`config.mk`:
```
export PLATFORM = sky130hd
export DESIGN_NAME = lsu_mem_stage
export DESIGN_NICKNAME = d
export VERILOG_FILES = /design/src/rtl/lsu_pkg.sv /design/src/rtl/lsu_align.sv /design/src/rtl/lsu_mem_stage.sv
export SDC_FILE = /design/constraint.sdc
export NUM_CORES = 1
export LEC_CHECK = 0
export BUFFER_PORTS_ARGS = -buffer_cell sky130_fd_sc_hd__buf_2
export CAP_MARGIN = 20
export CORE_ASPECT_RATIO = 1.4
export CORE_MARGIN = 1.5
export CORE_UTILIZATION = 45
export DETAILED_ROUTE_END_ITERATION = 10
export HOLD_SLACK_MARGIN = 0.08
export PLACE_DENSITY = 0.76
export SLEW_MARGIN = 30
export SYNTH_ARGS = -nofsm -noshare
export SYNTH_HDL_FRONTEND = slang
export SYNTH_SLANG_ARGS = --single-unit
```
`constraint.sdc`:
```
create_clock -name clk -period 2.9 [get_ports clk]
set_clock_uncertainty 0.15 [all_clocks]
set_input_delay 0.29 -clock clk [delete_from_list [all_inputs] [get_ports clk]]
set_output_delay 0.29 -clock clk [all_outputs]
set_load 0.01 [all_outputs]
```
`src/rtl/lsu_pkg.sv`:
```
// ----------------------------------------------------------------------------
// lsu_pkg
// Shared types and constants for the load/store unit memory stage.
//   lsu_state_e : FSM states of lsu_mem_stage (IDLE -> REQ -> RESP)
//   lsu_size_e  : access size decoded from the RV32 funct3 code
//   F3_*        : RV32 load/store funct3 encodings
//   f3_size()   : funct3 -> access size (reserved codes decode as word)
//   f3_bytes()  : number of bytes touched by an access size
// ----------------------------------------------------------------------------
package lsu_pkg;

   typedef enum logic [1:0] {
      IDLE = 2'd0,
      REQ  = 2'd1,
      RESP = 2'd2
   } lsu_state_e;

   typedef enum logic [1:0] {
      SZ_B = 2'd0,
      SZ_H = 2'd1,
      SZ_W = 2'd2
   } lsu_size_e;

   localparam logic [2:0] F3_B  = 3'b000;
   localparam logic [2:0] F3_H  = 3'b001;
   localparam logic [2:0] F3_W  = 3'b010;
   localparam logic [2:0] F3_BU = 3'b100;
   localparam logic [2:0] F3_HU = 3'b101;

   // Size lives in funct3[1:0]; any code with bit 1 set (010, 011, 110, 111)
   // is handled as a full word, which folds the reserved codes into LW/SW.
   function automatic lsu_size_e f3_size(input logic [2:0] f3);
      lsu_size_e sz;
      case (f3[1:0])
         F3_B[1:0]: sz = SZ_B;
         F3_H[1:0]: sz = SZ_H;
         default:   sz = SZ_W;
      endcase
      return sz;
   endfunction

   function automatic logic [2:0] f3_bytes(input lsu_size_e sz);
      logic [2:0] n;
      case (sz)
         SZ_B:    n = 3'd1;
         SZ_H:    n = 3'd2;
         default: n = 3'd4;
      endcase
      return n;
   endfunction

endpackage

```
`src/rtl/lsu_align.sv`:
```
// ----------------------------------------------------------------------------
// lsu_align
// Purely combinational byte-lane steering for the LSU.
//   offset     in  : byte offset within the word (addr[1:0])
//   funct3     in  : RV32 width/sign code
//   store_data in  : LSB-aligned store data
//   load_word  in  : raw word returned by data memory
//   wmask      out : 4-bit byte-lane write mask
//   wdata      out : store data shifted onto its byte lanes
//   load_data  out : load data shifted down and sign/zero extended
// Lanes that would spill past byte 3 (misaligned half/word) are simply
// truncated by the shifts.
// ----------------------------------------------------------------------------
module lsu_align
   import lsu_pkg::*;
#(
   parameter int XLEN = 32
) (
   input  logic [1:0]      offset,
   input  logic [2:0]      funct3,
   input  logic [XLEN-1:0] store_data,
   input  logic [XLEN-1:0] load_word,
   output logic [3:0]      wmask,
   output logic [XLEN-1:0] wdata,
   output logic [XLEN-1:0] load_data
);

   lsu_size_e       size;
   logic [2:0]      nbytes;
   logic [4:0]      bit_shift;
   logic [XLEN-1:0] lane_data;
   logic [XLEN-1:0] shifted;

   assign size      = f3_size(funct3);
   assign nbytes    = f3_bytes(size);
   assign bit_shift = {offset, 3'b000};

   // A lane is written when it falls inside [offset, offset+nbytes); lanes
   // beyond byte 3 do not exist, which gives the truncation for free.
   genvar gi;
   generate
      for (gi = 0; gi < 4; gi++) begin : g_mask
         localparam logic [1:0] LANE = 2'(gi);
         assign wmask[gi] = (offset <= LANE) && ({1'b0, LANE - offset} < nbytes);
      end
   endgenerate

   always_comb begin
      lane_data = '0;
      case (size)
         SZ_B:    lane_data = {{(XLEN-8){1'b0}},  store_data[7:0]};
         SZ_H:    lane_data = {{(XLEN-16){1'b0}}, store_data[15:0]};
         default: lane_data = store_data;
      endcase
   end

   assign wdata   = lane_data << bit_shift;
   assign shifted = load_word >> bit_shift;

   // funct3[2] set means unsigned (LBU/LHU); it is ignored for words.
   always_comb begin
      load_data = shifted;
      case (size)
         SZ_B:    load_data = {{(XLEN-8){shifted[7] & ~funct3[2]}},   shifted[7:0]};
         SZ_H:    load_data = {{(XLEN-16){shifted[15] & ~funct3[2]}}, shifted[15:0]};
         default: load_data = shifted;
      endcase
   end

endmodule

```
`src/rtl/lsu_mem_stage.sv`:
```
// ----------------------------------------------------------------------------
// lsu_mem_stage
// Load/store unit between execute and the unified data-memory port.
// One op is accepted per in_valid/in_ready handshake, issued to memory as a
// d_valid request held until d_ready, and the result is returned to
// write-back over out_valid/out_ready. Ops never overlap.
//
// Ports:
//   clk, rst_n                      clock, synchronous active-low reset
//   in_valid/in_ready               upstream handshake
//   in_addr, in_wdata               effective address, LSB-aligned store data
//   in_funct3, in_is_load/is_store  RV32 width code and op kind
//   out_valid/out_ready             write-back handshake
//   out_rdata                       extended load data (0 for store/non-mem)
//   out_err                         misaligned-access flag
//   d_valid, d_addr, d_wen,
//   d_wdata, d_wmask                memory request (word-aligned address)
//   d_rdata, d_ready                memory response / completion
//
// Configuration macro: LSU_MISALIGN_CHECK_EN
//   defined   : misaligned half/word ops skip memory and return out_err=1
//   undefined : out_err stays 0 and misaligned ops issue with truncated lanes
// ----------------------------------------------------------------------------
module lsu_mem_stage
   import lsu_pkg::*;
#(
   parameter int XLEN   = 32,
   parameter int MASK_W = 8
) (
   input  logic              clk,
   input  logic              rst_n,
   input  logic              in_valid,
   output logic              in_ready,
   input  logic [XLEN-1:0]   in_addr,
   input  logic [XLEN-1:0]   in_wdata,
   input  logic [2:0]        in_funct3,
   input  logic              in_is_load,
   input  logic              in_is_store,
   output logic              out_valid,
   input  logic              out_ready,
   output logic [XLEN-1:0]   out_rdata,
   output logic              out_err,
   output logic              d_valid,
   output logic [XLEN-1:0]   d_addr,
   output logic              d_wen,
   output logic [XLEN-1:0]   d_wdata,
   output logic [MASK_W-1:0] d_wmask,
   input  logic [XLEN-1:0]   d_rdata,
   input  logic              d_ready
);

   lsu_state_e      state_reg,    state_next;
   logic [XLEN-1:0] addr_reg,     addr_next;
   logic [XLEN-1:0] wdata_reg,    wdata_next;
   logic [2:0]      funct3_reg,   funct3_next;
   logic            is_load_reg,  is_load_next;
   logic            is_store_reg, is_store_next;
   logic [XLEN-1:0] rdata_reg,    rdata_next;
   logic            err_reg,      err_next;

   logic [3:0]      lane_mask;
   logic [XLEN-1:0] lane_wdata;
   logic [XLEN-1:0] load_data;
   logic            misalign;
   logic            in_req;
   logic            st_req;

   lsu_align #(.XLEN(XLEN)) u_align (
      .offset     (addr_reg[1:0]),
      .funct3     (funct3_reg),
      .store_data (wdata_reg),
      .load_word  (d_rdata),
      .wmask      (lane_mask),
      .wdata      (lane_wdata),
      .load_data  (load_data)
   );

   // Alignment is judged on the incoming op so a bad access never reaches
   // memory. With the check disabled this is constant 0 and err_reg folds
   // away to a tied-off output.
`ifdef LSU_MISALIGN_CHECK_EN
   always_comb begin
      misalign = 1'b0;
      if (in_is_load || in_is_store) begin
         case (f3_size(in_funct3))
            SZ_H:    misalign = in_addr[0];
            SZ_W:    misalign = (in_addr[1:0] != 2'b00);
            default: misalign = 1'b0;
         endcase
      end
   end
`else
   assign misalign = 1'b0;
`endif

   always_comb begin
      state_next    = state_reg;
      addr_next     = addr_reg;
      wdata_next    = wdata_reg;
      funct3_next   = funct3_reg;
      is_load_next  = is_load_reg;
      is_store_next = is_store_reg;
      rdata_next    = rdata_reg;
      err_next      = err_reg;
      case (state_reg)
         IDLE: begin
            if (in_valid) begin
               addr_next     = in_addr;
               wdata_next    = in_wdata;
               funct3_next   = in_funct3;
               is_load_next  = in_is_load;
               is_store_next = in_is_store;
               rdata_next    = '0;
               err_next      = misalign;
               if ((in_is_load || in_is_store) && !misalign) begin
                  state_next = REQ;
               end else begin
                  state_next = RESP;
               end
            end
         end
         REQ: begin
            // Leaving REQ on the d_ready cycle guarantees a single accepted
            // request per op.
            if (d_ready) begin
               rdata_next = is_load_reg ? load_data : '0;
               state_next = RESP;
            end
         end
         RESP: begin
            if (out_ready) begin
               state_next = IDLE;
            end
         end
         default: state_next = IDLE;
      endcase
   end

   always_ff @(posedge clk) begin
      if (!rst_n) begin
         state_reg    <= IDLE;
         addr_reg     <= '0;
         wdata_reg    <= '0;
         funct3_reg   <= '0;
         is_load_reg  <= 1'b0;
         is_store_reg <= 1'b0;
         rdata_reg    <= '0;
         err_reg      <= 1'b0;
      end else begin
         state_reg    <= state_next;
         addr_reg     <= addr_next;
         wdata_reg    <= wdata_next;
         funct3_reg   <= funct3_next;
         is_load_reg  <= is_load_next;
         is_store_reg <= is_store_next;
         rdata_reg    <= rdata_next;
         err_reg      <= err_next;
      end
   end

   // Memory-side outputs are decoded from held registers, so they are stable
   // for the whole REQ residency and zero elsewhere (including after reset).
   assign in_req = (state_reg == REQ);
   assign st_req = in_req && is_store_reg;

   assign in_ready  = (state_reg == IDLE);
   assign out_valid = (state_reg == RESP);
   assign out_rdata = rdata_reg;
   assign out_err   = err_reg;

   assign d_valid = in_req;
   assign d_addr  = in_req ? {addr_reg[XLEN-1:2], 2'b00} : '0;
   assign d_wen   = st_req;
   assign d_wdata = st_req ? lane_wdata : '0;
   assign d_wmask = st_req ? {{(MASK_W-4){1'b0}}, lane_mask} : '0;

endmodule

```
==> out/qor_table.md <==
| Item | Value | Unit |
| --- | --- | --- |
| Number of cells after detailed placement | 918 | - |
| Critical register-to-register path startpoint | state_reg[0] | - |
| HPWL reported at the end of detailed placement | 11.6 | mm |
| DRC | 0 | - |
| Detailed-route wire length per cell | 17.6 | um |
| Part of the Yosys area used for sequential elements | 40.0 | % |
| Clock tree from TritonCTS | yes | - |
| Commonest register cell after synthesis | sky130_fd_sc_hd__dfxtp_1 | - |
| Number of synthesized register bits | 103 | - |
| Grt peak-use layer | met2 | - |
| Slew Limit Fails | 0 | - |
| Cell internal power dissipation | 2.48 | mW |
| Area growth from synthesis to layout | 40.8 | % |
| Weighted congestion reported at the end of routability-driven placement | 0.910 | - |
| Maxcap violations | 0 | - |
| Net Sw Frac | 27.7 | % |
| Overall die width | 93.5 | um |
| Clk sink count | 103 | - |
| Critical register-to-register path endpoint | out_rdata[18] | - |
| Pwr/cell area | 472 | mW/mm^2 |
| Antenna Nets Post-Route | 0 | - |
| CORE AREA | 0.0113 | sq mm |
| Worst Max-Slew Pin Slew | 0.775 | ns |
| Boundary Pins | 215 | - |
| Area of the mapped netlist | 0.00516 | sq mm |
| Site Rows | 46 | - |
| Cell depth of the worst min-delay path | 2 | - |
| Clock buffer count from CTS | 9 | - |
| Fraction of final layout cells sized beyond drive strength 1 | 31.6 | % |
| Crit end category | output port | - |
| Global-route wire length before repair | 26.9 | mm |
| Final period util | 94.2 | % |
| Tightest hold margin | 0.0904 | ns |
| Via total after detailed routing | 5671 | - |
| Most repeated cell in the gate-level netlist after synthesis | sky130_fd_sc_hd__nand2_1 | - |
| Count of placed standard cells in the final layout, fillers left out | 1011 | - |
| Post-Place Worst Slack | 0.605 | ns |
| Number of antenna violations at the first check in global routing | 1 | - |
| Count of synthesis-stage warnings from yosys | 0 | - |
| Worst Setup Slack, final | 0.168 | ns |
| Part of the total power dissipated in the clock network | 36.4 | % |
| Count of H-tree levels built during CTS | 3 | - |
| Final hold viol count | 0 | - |
| FMAX | 0.366 | GHz |
| Async SR Flop Fraction | 0 | % |
| NumNets Final | 973 | - |
| Sw Pwr | 948 | uW |
| Final standard cell area without fillers | 0.00726 | sq mm |
| Max-Slew Margin vs Limit | 47.9 | % |
| Setup_tns | 0 | ns |
| FF-to-FF setup slack | 0.59 | ns |
| Global routing usage summed across all routing layers | 28.5 | % |
| Cell type with the highest aggregate area in the netlist | sky130_fd_sc_hd__dfxtp_1 | - |
| Hold bufs inserted after CTS | 76 | - |
| Count of input and output buffers | 207 | - |
| Post-route minimum period | 2.73 | ns |
| Netlist cell types | 42 | - |
| Post-CTS setup buffer count | 0 | - |
| Largest fanout on the critical path | 9 | - |
| Met3 Usage GRT | 5.77 | % |
| Critical Path RT | 2.46 | ns |
| Met2 usage | 51.4 | % |
| Outcome | finished, final reports clean | - |
| Initial standard-cell utilization of the core | 45.7 | % |
| PnR Total Power | 3.43 | mW |
| Insertion delay to the later sink of the worst-skew pair | 0.34 | ns |
| Resized Gates After CTS | 0 | - |
| Hold Crit Start | d_rdata[25] | - |
| Post-synth top area share | 40.0 | % |
| Final setup vio count | 0 | - |
| Residual overflow from global routing | 0 | - |
| Portion of total power attributed to combinational logic | 18.5 | % |
| Met1 usage in global routing | 29.4 | % |
| LEAKAGE | 3.27 | nW |
| RSZ-0062 raised after global routing | no | - |
| Kind of path behind the tightest hold check | in2reg | - |
| Number of global-route vias before repair | 5650 | - |
| Worst reg-to-reg path cell count | 5 | - |
| Maximum number of pins on one net before global-route repair | 53 | - |
| Number of enable flip-flop cells after synthesis | 0 | - |
| Routed wire length | 17.8 | mm |
| Startpoint class of the critical path | flop | - |
| Commonest cells in the netlist | 143 x sky130_fd_sc_hd__nand2_1, 103 x sky130_fd_sc_hd__dfxtp_1, 81 x sky130_fd_sc_hd__a21oi_1, 32 x sky130_fd_sc_hd__and2_1, 30 x sky130_fd_sc_hd__clkbuf_1 | - |
| Hold path endpoint | out_rdata[25] | - |
| Kind of critical path | reg2out | - |
| Standard cell area after detailed placement | 0.00620 | sq mm |
| Share of power burned in registers | 45.0 | % |
| Worst vdd rail ir drop | 0.267 | mV |
| Die Height | 130 | um |
| Number of iterations in the first detailed-routing pass | 5 | - |
| Area of the die | 0.0121 | sq mm |
| Maximum count of clock buffers along a single path | 2 | - |
| Number of instances in the synthesized netlist | 607 | - |
| Core occupancy in the finished layout | 64.4 | % |
| Average vias per placed instance | 5.61 | - |
| Synthesized area per cell | 8.50 | sq um |
| Biggest area contributors in the synthesized netlist | sky130_fd_sc_hd__dfxtp_1 40%, sky130_fd_sc_hd__nand2_1 10%, sky130_fd_sc_hd__a21oi_1 7.9% | - |
| Crit path arrival time | 2.29 | ns |
| Clk slew on worst S/H paths | 0.07 | ns |
| Root Driver | sky130_fd_sc_hd__clkbuf_16 | - |
| First DRT Iteration DRCs | 267 | - |
## critical path, cell delays in order, from the launching register on
cell                        delay, ns
sky130_fd_sc_hd__dfxtp_1         0.48
sky130_fd_sc_hd__nor2b_1         0.27
sky130_fd_sc_hd__nand3_1         0.12
sky130_fd_sc_hd__buf_4           0.21
sky130_fd_sc_hd__nor2_1          0.50
sky130_fd_sc_hd__o2bb2ai_1       0.20
sky130_fd_sc_hd__buf_2           0.17
## placed cells by master, fill, tap and decap left out, drive strengths merged, types with 2 or more instances in the layout
cell | Yosys | final
mux2 | 24 | 24
ha | 6 | 6
inv | 8 | 10
buf | 26 | 218
a221oi | 7 | 7
and3 | 9 | 9
a221o | 16 | 16
o22ai | 8 | 8
mux4 | 8 | 8
a22oi | 16 | 16
dfxtp | 103 | 103
and2 | 33 | 33
dlygate4sd3 | 0 | 76
o21ai | 3 | 3
nor3 | 4 | 4
nor2b | 3 | 3
a2bb2oi | 2 | 2
nor2 | 27 | 27
clkinv | 1 | 4
conb | 1 | 7
nand2b | 2 | 2
a21oi | 81 | 81
mux2i | 11 | 11
clkbuf | 31 | 10
nand3b | 2 | 2
nand2 | 143 | 143
nor3b | 8 | 8
o2bb2ai | 16 | 16
## power by group through the flow
| stage | combinational [mW] | clock (mW) | sequential (mW) |
|---|---|---|---|
| after floorplan | 0.374 | 0 | 1.55 |
| after global placement | 0.523 | 0 | 1.57 |
| after detailed placement | 0.535 | 0 | 1.57 |
| after CTS | 0.618 | 1.28 | 1.54 |
| after global routing | 0.687 | 1.34 | 1.55 |
| final | 0.635 | 1.25 | 1.54 |
## cells by family after synthesis
group                    share of synthesized area [%]
AO/OA/AOI/OAI                                     19.5
XOR/XNOR                                         0.170
adder cells (fa/ha/maj)                           1.45
buffers and inverters                             7.01
flip-flops                                        40.0
multiplexers                                      10.9
other                                           0.0727
AND/OR/NAND/NOR                                   20.9
## layout make-up
class	instances	area, sq um
Fill cell	966	4020
Multi-Input combinational cell	444	2760
Inverter	9	33.8
Clock inverter	6	66.3
Clock buffer	10	239
Antenna cell	1	2.50
Timing Repair Buffer	294	1920
Tap cell	144	180
Sequential cell	103	2060
## worst max path at each step
| stage | from | end | slack (ns) |
|---|---|---|---|
| finish | state_reg[0] | d_wdata[17] | 0.17 |
| global route | state_reg[0] | d_wdata[18] | 0.08 |
| CTS | state_reg[0] | d_wdata[21] | 0.21 |
| detailed placement | state_reg[0] | d_wdata[21] | 0.60 |
| global placement | state_reg[0] | d_wdata[18] | 0.68 |
| floorplan | addr_reg[0] | d_wmask[2] | 0.66 |
## metal layers
layer	wire length [um]	vias to the layer above	part of all wire (%)
li1	-	2611	-
met1	6290	2665	35
met2	9230	305	52
met3	1200	90	6.8
met4	1060	0	6.0
met5	0	-	0
Note: power is estimated with default switching activity, not from simulation.
